<file path="config.mk">
export PLATFORM = sky130hd
export DESIGN_NAME = subtractor_flat
export DESIGN_NICKNAME = d
export VERILOG_FILES = /design/src/rtl/subtractor_if.sv /design/src/rtl/subtractor.sv /design/src/flat_wrapper.sv
export SDC_FILE = /design/constraint.sdc
export NUM_CORES = 1
export LEC_CHECK = 0
export BUFFER_PORTS_ARGS = -buffer_cell sky130_fd_sc_hd__buf_2
export CAP_MARGIN = 25
export CORE_ASPECT_RATIO = 1.1
export CORE_MARGIN = 2
export CORE_UTILIZATION = 43
export DETAILED_ROUTE_END_ITERATION = 6
export HOLD_SLACK_MARGIN = 0.15
export PLACE_DENSITY_LB_ADDON = 0.2
export SLEW_MARGIN = 40
export SYNTH_ARGS = -nofsm -noshare
export SYNTH_HDL_FRONTEND = slang
export SYNTH_SLANG_ARGS = --single-unit
export TNS_END_PERCENT = 50
</file>
<file path="constraint.sdc">
create_clock -name clk -period 0.8 [get_ports clk]
set_input_delay 0.12 -clock clk [delete_from_list [all_inputs] [get_ports clk]]
set_output_delay 0.12 -clock clk [all_outputs]
set_load 0.05 [all_outputs]
</file>
<file path="src/rtl/subtractor_if.sv">
// Operand/result bundle between a KPN source and the subtractor node.
// master drives the operands and observes the result; slave is the subtractor side.
interface subtractor_if #(
    parameter int WIDTH = 16
);
    logic [WIDTH-1:0] entry_1;
    logic [WIDTH-1:0] entry_2;
    logic [WIDTH-1:0] output_1;

    modport master (
        output entry_1,
        output entry_2,
        input  output_1
    );

    modport slave (
        input  entry_1,
        input  entry_2,
        output output_1
    );
endinterface

</file>
<file path="src/rtl/subtractor.sv">
// subtractor: output_1 <= entry_1 - entry_2 every edge, 1-cycle latency, no backpressure.
// SUBTRACTOR_SATURATE_EN clamps the result to 0 when entry_2 > entry_1 instead of wrapping.
module subtractor #(
    parameter int WIDTH = 16
) (
    input  logic        clk,
    input  logic        reset,
    subtractor_if.slave bus
);
    logic [WIDTH-1:0] diff;
    logic [WIDTH-1:0] result_q;

    always_comb begin
        diff = bus.entry_1 - bus.entry_2;
`ifdef SUBTRACTOR_SATURATE_EN
        if (bus.entry_2 > bus.entry_1) begin
            diff = '0;
        end
`endif
    end

    // Reset clears the register immediately, discarding any pending difference.
    always_ff @(posedge clk or posedge reset) begin
        if (reset) begin
            result_q <= '0;
        end else begin
            result_q <= diff;
        end
    end

    assign bus.output_1 = result_q;
endmodule

</file>
<file path="src/flat_wrapper.sv">
// flat-port wrapper written by rule: the top's interface ports become plain ports
module subtractor_flat 
#(
    parameter int WIDTH = 16
)
  (clk, reset, bus_entry_1, bus_entry_2, bus_output_1);
  subtractor_if #(.WIDTH(WIDTH)) bus_i ();
  input  logic clk;
  input  logic reset;
  input wire logic [$bits(bus_i.entry_1)-1:0] bus_entry_1;
  input wire logic [$bits(bus_i.entry_2)-1:0] bus_entry_2;
  output wire logic [$bits(bus_i.output_1)-1:0] bus_output_1;
  assign bus_i.entry_1 = bus_entry_1;
  assign bus_i.entry_2 = bus_entry_2;
  assign bus_output_1 = bus_i.output_1;
  subtractor #(.WIDTH(WIDTH)) u_core (.clk(clk), .reset(reset), .bus(bus_i));
endmodule
</file>
==> results of run 1 <==
metrics by stage:
step	TNS (ps)	instances
floorplan	-6087	147
global placement	-10340	263
detailed placement	-10920	263
CTS	-7132	272
finish	-8303	273
global route	-9161	273
cells by family (layout without fill, tap and decap cells):
group,Yosys count,after routing,synth area share
compound gates,39,39,0.1972
xor+xnor,12,12,0.08367
fa+ha+maj,16,16,0.1653
buf+inv,23,116,0.06972
flops,16,16,0.3187
simple gates,41,41,0.1653
where the power goes:
group	switching (W)	total (W)	internal, W
logic	0.00136	0.00244	0.00108
registers	0.0000913	0.00107	0.000975
clock network	0.000297	0.000576	0.000279
Yosys cell counts:
library cell	number
inv_1	21
dfrtp_1	16
ha_1	15
a21oi_1	13
nand2_1	11
xnor2_1	9
nor2_1	8
nand2b_1	6
nand3_1	5
a21o_1	4
nor3_1	4
a31oi_1	3
o21a_1	3
o21ai_0	3
o21ai_1	3
xor2_1	3
a211oi_1	2
o2111ai_1	2
o211ai_1	2
or4_1	2
a21boi_1	1
a21oi_2	1
a2bb2oi_1	1
and3_1	1
buf_2	1
clkbuf_1	1
fa_1	1
nand4_1	1
nor2b_4	1
nor4_1	1
o311ai_1	1
or3_1	1
metal layers:
metal / GRT usage / share of wire / up-vias
met5: 0 / 0 / -
met4: 0.1150 / 0.024 / 0
met3: 0.02985 / 0.040 / 11
met2: 0.4439 / 0.52 / 62
met1: 0.2680 / 0.41 / 701
li1: - / - / 694
critical path, cell delays in order:
cell and delay (ps):
buf_8 110, inv_12 40, ha_4 120, fa_2 230, nor2b_4 60, o2111ai_4 220, a21oi_4 100, or4_4 500
o311ai_2 90
worst min-delay path by stage:
stage	start	end	slack (ps)	cells past startpoint
global route	bus_entry_2[0]	u_core.bus.output_1[0]	60	3
CTS	bus_entry_2[0]	u_core.bus.output_1[0]	80	3
global placement	reset	u_core.bus.output_1[15]	130	3
finish	bus_entry_2[0]	u_core.bus.output_1[0]	70	3
detailed placement	reset	u_core.bus.output_1[15]	130	3
floorplan	reset	u_core.bus.output_1[0]	30	1
area by class of cell:
| cell class | instances | share of cell area |
|---|---|---|
| clock buffers | 4 | 0.01518 |
| multi-input cells | 108 | 0.4513 |
| flip-flops and latches | 16 | 0.1675 |
| repair buffers | 91 | 0.3063 |
| well taps | 33 | 0.01728 |
| inverters | 21 | 0.04241 |
what timing repair did:
| item | 4_1_cts | 5_1_grt |
|---|---|---|
| pin swaps | 28 | 11 |
| cloned | 0 | 0 |
| resized for setup | 57 | 8 |
| setup buffers | 4 | 1 |
| setup endpoints to repair | 31 | 30 |
| endpoints found under the hold margin | 18 | 2 |
==> results.env, run 1 <==
VIA_COUNT=1468
PLACEMENT.CELL_AREA_SQ_UM=2034
YS_SEQ_ELEMENTS=16
SYNTH.TOP_CELLS.BY_AREA='dfrtp_1, ha_1, inv_1'
DRT-VIAS-PER-INSTANCE=5.377
MAX-SLEW-MARGIN-REL=0.7375
TIMING_WORST_SETUP_PATH_TYPE='input pin to register'
AVGSYNTHCELLAREA_SQ_UM=8.546
WORST_SETUP_PATH_ENDPOINT='u_core.bus.output_1[12]'
INITIAL_CORE_UTIL=0.4523
WORST_SETUP_PATH_STARTPOINT='bus_entry_1[0]'
LAYOUT_MIN_CYCLE_TIME_PS=1387
PEAKVDDDROP_mV=1.743
REPORT.POWER.TOTAL_W=0.004087
GRT_PASS1_VIAS=1370
GRT_SETUP_UNREPAIRED='yes'
WORSTMARGINPINSLEW_PS=392.0
ANTENNA_FOUND_INITIAL=0
CRITPATHARRIVALTIME_PS=1600
IO_BUFFERS=49
ANT_NETS=0
FIRST_PASS_GRT_WIRE_LENGTH_MM=6.044
MOSTFREQUENTLAYOUTCELL='buf_4'
MULTI_INPUT_LOGIC_AREA_SQ_UM=1079
LARGEST_REG_FLOPS=16
YOSYS.AREA.TOP_TYPE_SHARE=0.3187
FMAX_MHz=721.2
DRT_WL_TOTAL_MM=4.367
GROUTE.USAGE.OVERALL=0.2352
FINALSETUPVIOLCOUNT=30
SYN-INSTANCE-COUNT=147
CTS_BUFFERS=3
CTS_MAX_LEVEL=1
CTS_HOLD_REPAIR.BUFFERS=1
DIE-HEIGHT_UM=60.69
NUM-FILL-CELLS=130
SYN-NUM-NETS=197
GRT_START_MAX_NET_PINS=17
RUN_STATUS='complete, but fails checks'
SYNTH.YOSYS.WARNINGS=0
DESIGN.CORE.AREA_SQ_UM=2778
WIRE_PER_INST_UM=16.00
VIOLATIONS_IN_THE_FINAL_REPORTS='negative setup slack'
HOLD-WORST-SLACK_PS=65.85
SLEW_VIOL_FINAL=0
AREA_OF_THE_DIE_SQ_UM=3370
HOLD_VIO_CNT_FINAL=0
CTS_TREE='done'
YOSYSTOPAREACELL='dfrtp_1'
WORST_SETUP_PATH_END_KIND='register'
CLOCKBUFFERDEPTH=2
CTS_SINKS=16
PATH_CLK_SLEW_PS=90
TOP_REGS='u_core.bus.output_1: 16 flops'
P_LEAK_nW=1.119
PART_OF_THE_CYCLE_THE_WORST_PATH_NEEDS=1.733
FINAL-SEQ-AREA_SQ_UM=400.4
CP_MAX_FO=4
DRT_PASS1_ITERATIONS=4
GP_CONGESTION=0.7865
TOP_REGISTER='u_core.bus.output_1'
CRITPATHREQUIREDTIME_PS=1010
DP_WORST_SETUP_SLACK_PS=-1058
FINAL_AREA_SQ_UM=2390
CORE.ROWCOUNT=20
WORSTSETUPSTARTPOINTTYPE='input pin'
ANTENNA-DIODE-COUNT=0
GLOBALROUTEOVERFLOWTOTAL=0
SYNTH_SEQ_AREA_SHARE=0.3187
BOUNDARYPINS=50
MAX-CAP-VIOLATIONS=0
SYNTHESIS.AREA_SQ_UM=1256
CHIPWIDTH_UM=55.54
AREA_GROWTH_PCT=90.24
LAYOUT-DRIVE-GT1-SHARE=0.5833
NETS_FINAL=291
HOLD_PATH_CLASS='input pin to register'
DRT_ITER0_DRC=34
NUMBER_OF_LIBRARY_CELL_TYPES_MAPPED_BY_SYNTHESIS=32
P_PER_AREA_nW_PER_UM2=1710
FINAL_CELL_MIX='buf_4, buf_6, buf_2, dfrtp_1, inv_1'
DPL_HPWL_MM=2.729
DETAIL_ROUTE.DRC_VIOLATIONS=0
FINAL.SETUP.WORST_SLACK_PS=-586.6
POST-ROUTE-UTIL=0.8604
CTS_ROOT_BUF='clkbuf_4'
Power figures use the tool's default switching activity.
==> inputs of run 2 (changes only) <==
Settings changed: CAP_MARGIN 25 to 5.
Clock period 0.8 ns to 1.1 ns, I/O delays scaled along.
==> results.env, run 2 (synthesis results as in run 1) <==
FINAL.SETUP.WORST_SLACK_PS=-323.0
FIRST_PASS_GRT_WIRE_LENGTH_MM=5.796
IO_BUFFERS=49
AREA_OF_THE_DIE_SQ_UM=3370
DETAIL_ROUTE.DRC_VIOLATIONS=0
CORE.ROWCOUNT=20
PATH_CLK_SLEW_PS=90
SLEW_VIOL_FINAL=0
GRT_START_MAX_NET_PINS=17
WORSTMARGINPINSLEW_PS=329.9
GLOBALROUTEOVERFLOWTOTAL=0
CTS_MAX_LEVEL=1
RUN_STATUS='complete, but fails checks'
DESIGN.CORE.AREA_SQ_UM=2778
ANTENNA-DIODE-COUNT=0
LARGEST_REG_FLOPS=16
ANTENNA_FOUND_INITIAL=0
TOP_REGISTER='u_core.bus.output_1'
TIMING_WORST_SETUP_PATH_TYPE='input pin to register'
CTS_BUFFERS=3
PEAKVDDDROP_mV=1.118
HOLD_PATH_CLASS='input pin to register'
PART_OF_THE_CYCLE_THE_WORST_PATH_NEEDS=1.294
HOLD_VIO_CNT_FINAL=0
CP_MAX_FO=4
DIE-HEIGHT_UM=60.69
FINAL_AREA_SQ_UM=2211
FMAX_MHz=702.7
MAX-SLEW-MARGIN-REL=0.7791
DRT_ITER0_DRC=42
CHIPWIDTH_UM=55.54
WIRE_PER_INST_UM=13.04
VIOLATIONS_IN_THE_FINAL_REPORTS='negative setup slack'
REPORT.POWER.TOTAL_W=0.002680
FINAL_CELL_MIX='buf_2, buf_4, dfrtp_1, inv_1, ha_4'
VIA_COUNT=1420
CTS_SINKS=16
CRITPATHREQUIREDTIME_PS=1280
INITIAL_CORE_UTIL=0.4523
CTS_ROOT_BUF='clkbuf_4'
DP_WORST_SETUP_SLACK_PS=-773.4
GRT_SETUP_UNREPAIRED='yes'
DRT_WL_TOTAL_MM=3.533
P_LEAK_nW=1.070
FINALSETUPVIOLCOUNT=12
DPL_HPWL_MM=2.697
DRT-VIAS-PER-INSTANCE=5.240
NUM-FILL-CELLS=180
TOP_REGS='u_core.bus.output_1: 16 flops'
GRT_PASS1_VIAS=1367
MOSTFREQUENTLAYOUTCELL='buf_2'
DRT_PASS1_ITERATIONS=4
AREA_GROWTH_PCT=76.00
WORSTSETUPSTARTPOINTTYPE='input pin'
NETS_FINAL=289
LAYOUT-DRIVE-GT1-SHARE=0.5546
BOUNDARYPINS=50
HOLD-WORST-SLACK_PS=170.3
CRITPATHARRIVALTIME_PS=1610
MAX-CAP-VIOLATIONS=0
GP_CONGESTION=0.7782
P_PER_AREA_nW_PER_UM2=1212
POST-ROUTE-UTIL=0.7959
CLOCKBUFFERDEPTH=2
WORST_SETUP_PATH_END_KIND='register'
GROUTE.USAGE.OVERALL=0.2225
PLACEMENT.CELL_AREA_SQ_UM=2001
LAYOUT_MIN_CYCLE_TIME_PS=1423
ANT_NETS=0
CTS_TREE='done'
## run 2: cell types whose count changed in the layout (fill, tap and decap cells not counted), moves of 2 or more
cell and change:
clkbuf_4 +2, buf_2 +16, buf_4 -2, buf_6 -19
## run 2: path summary, 6_finish.rpt
check                           startpoint                      end  slack, ps  depth (start not counted)
max in group asynchronous            reset   u_core.bus.output_1[1]        520                          4
hold / removal             bus_entry_1[15]  u_core.bus.output_1[15]        170                          3
setup / recovery            bus_entry_1[0]   u_core.bus.output_1[8]       -320                         10
min in group asynchronous            reset  u_core.bus.output_1[10]        410                          4
## run 2: final cells by class
type	instances	area, sq um	share of cell area
clock buffer	4	36.28	0.01641
inverter	21	101.3	0.04584
multi-input combinational	108	1023	0.4629
sequential	16	400.4	0.1811
tap	33	41.29	0.01868
timing repair buffer	89	608.1	0.2750
## run 2: per-layer routing
metal  GRT usage  vias to the layer above  part of all wire
met5           0                        -                 0
met4      0.1742                        0             0.041
met3     0.01919                       11             0.045
met2      0.3844                       57              0.51
met1      0.2620                      658              0.41
li1            -                      694                 -
## run 2: where the power goes
group          switching (W)  internal, W
combinational       0.000936     0.000619
sequential         0.0000290     0.000706
clock               0.000188     0.000202
total                0.00115      0.00153
## run 2: worst max-delay path, cell delays in order
cell	delay, ps
buf_8	90
inv_12	30
ha_4	150
fa_2	360
nor2b_4	140
o2111ai_2	130
a21oi_2	230
nor2_2	60
buf_4	140
xnor2_2	120
## run 2: stage by stage
| step | TNS [ps] | std cells |
|---|---|---|
| floorplan | -2641 | 147 |
| detailed placement | -6947 | 259 |
| CTS | -1908 | 270 |
| finish | -2346 | 271 |
| global route | -2967 | 271 |
| global placement | -6653 | 259 |
## run 2: timing repair
item                                    4_1_cts  5_1_grt
gates resized for setup                      17       10
endpoints found under the hold margin        17        0
endpoints found under the setup margin       12       14
hold buffers                                  2        0
setup buffers                                 5        2
pin swaps                                    18       12
==> inputs of run 3 (changes only) <==
Settings changed: BUFFER_PORTS_ARGS -buffer_cell sky130_fd_sc_hd__buf_2 to -buffer_cell sky130_fd_sc_hd__buf_4.
==> results.env, run 3 (synthesis results as in run 1) <==
ANTENNA-DIODE-COUNT=0
REPORT.POWER.TOTAL_W=0.002875
HOLD_VIO_CNT_FINAL=0
ANT_NETS=0
CP_MAX_FO=3
CRITPATHREQUIREDTIME_PS=1280
MAX-SLEW-MARGIN-REL=0.7752
LAYOUT-DRIVE-GT1-SHARE=0.5768
POST-ROUTE-UTIL=0.8509
MAX-CAP-VIOLATIONS=0
RUN_STATUS='complete, but fails checks'
DRT_PASS1_ITERATIONS=4
WORST_SETUP_PATH_STARTPOINT='bus_entry_1[0]'
MOSTFREQUENTLAYOUTCELL='buf_4'
FINAL.SETUP.WORST_SLACK_PS=-524.9
WORST_SETUP_PATH_END_KIND='register'
GLOBALROUTEOVERFLOWTOTAL=0
WIRE_PER_INST_UM=15.89
DRT_WL_TOTAL_MM=4.353
CTS_MAX_LEVEL=1
TOP_REGISTER='u_core.bus.output_1'
FIRST_PASS_GRT_WIRE_LENGTH_MM=6.727
CTS_TREE='done'
DRT_ITER0_DRC=79
HOLD_PATH_CLASS='input pin to register'
CTS_SINKS=16
DIE-HEIGHT_UM=60.69
PEAKVDDDROP_mV=1.039
SLEW_VIOL_FINAL=0
WORSTSETUPSTARTPOINTTYPE='input pin'
BOUNDARYPINS=50
TIMING_WORST_SETUP_PATH_TYPE='input pin to register'
P_LEAK_nW=1.124
LARGEST_REG_FLOPS=16
GP_CONGESTION=0.8297
FINALSETUPVIOLCOUNT=12
DPL_HPWL_MM=2.803
AREA_GROWTH_PCT=88.15
PATH_CLK_SLEW_PS=90
CHIPWIDTH_UM=55.54
GRT_SETUP_UNREPAIRED='yes'
VIOLATIONS_IN_THE_FINAL_REPORTS='negative setup slack'
DETAIL_ROUTE.DRC_VIOLATIONS=0
ANTENNA_FOUND_INITIAL=0
DESIGN.CORE.AREA_SQ_UM=2778
GRT_PASS1_VIAS=1548
INITIAL_CORE_UTIL=0.4523
SETUP-TNS-FINAL_PS=-3425
VIA_COUNT=1474
FMAX_MHz=615.4
FINAL_CELL_MIX='buf_4, dfrtp_1, inv_1, ha_4, xnor2_1'
LAYOUT_MIN_CYCLE_TIME_PS=1625
TOP_REGS='u_core.bus.output_1: 16 flops'
GRT_START_MAX_NET_PINS=17
CORE.ROWCOUNT=20
AREA_OF_THE_DIE_SQ_UM=3370
CLOCKBUFFERDEPTH=2
PART_OF_THE_CYCLE_THE_WORST_PATH_NEEDS=1.477
CTS_BUFFERS=3
P_PER_AREA_nW_PER_UM2=1216
WORSTMARGINPINSLEW_PS=334.7
IO_BUFFERS=49
HOLD-WORST-SLACK_PS=182.8
WORST_SETUP_PATH_ENDPOINT='u_core.bus.output_1[12]'
DRT-VIAS-PER-INSTANCE=5.380
GROUTE.USAGE.OVERALL=0.2605
NETS_FINAL=292
CRITPATHARRIVALTIME_PS=1810
CTS_ROOT_BUF='clkbuf_4'
-- run 3: where the power goes --
group	internal, W	switching (W)	total (W)
clock	0.000202	0.000196	0.000399
sequential	0.000707	0.0000408	0.000748
combinational	0.000735	0.000993	0.00173
-- run 3: per-stage QoR --
stage | std cells | worst slack (ps) | area [sq um]
after global placement | 258 | -683.7 | 2116
after global routing | 274 | -580.6 | 2364
after CTS | 270 | -409.7 | 2268
after floorplan | 147 | -470.9 | 1499
final | 274 | -524.9 | 2364
after detailed placement | 258 | -745.7 | 2116
-- run 3: timing repair --
action	CTS	global route
buffers inserted	6	4
gates resized for setup	15	14
endpoints found under the hold margin	17	0
gates cloned	0	0
hold buffers	2	0
pin swaps	18	11
setup endpoints to repair	12	12
-- run 3: worst max-delay path, cell delays in order --
cell,delay (ps)
buf_8,110
inv_12,40
ha_4,120
fa_2,230
nor2b_4,50
o2111ai_4,210
a21oi_2,80
buf_4,150
or4_1,520
o311ai_1,120
-- run 3: how the worst min path moves through the flow --
| stage | start | end | slack [ps] | cells past startpoint |
|---|---|---|---|---|
| after detailed placement | reset | u_core.bus.output_1[15] | 190 | 3 |
| after floorplan | reset | u_core.bus.output_1[0] | 80 | 1 |
| after CTS | bus_entry_1[15] | u_core.bus.output_1[15] | 170 | 3 |
| after global placement | reset | u_core.bus.output_1[15] | 180 | 3 |
| final | bus_entry_1[15] | u_core.bus.output_1[15] | 180 | 3 |
| after global routing | bus_entry_1[15] | u_core.bus.output_1[15] | 190 | 3 |
-- run 3: final cells by class --
class	count	area (sq um)
clock buffer	4	36.28
timing repair buffer	92	729.5
fill	146	414.1
sequential	16	400.4
tap	33	41.29
multi-input combinational	108	1052
inverter	21	103.9
-- run 3: metal layers --
| metal | wire length [um] | up-vias | global-route usage |
|---|---|---|---|
| met2 | 2408 | 68 | 0.5136 |
| met5 | 0 | - | 0 |
| met1 | 1559 | 695 | 0.2597 |
| met4 | 181 | 0 | 0.1742 |
| met3 | 205 | 19 | 0.03625 |
| li1 | - | 692 | - |
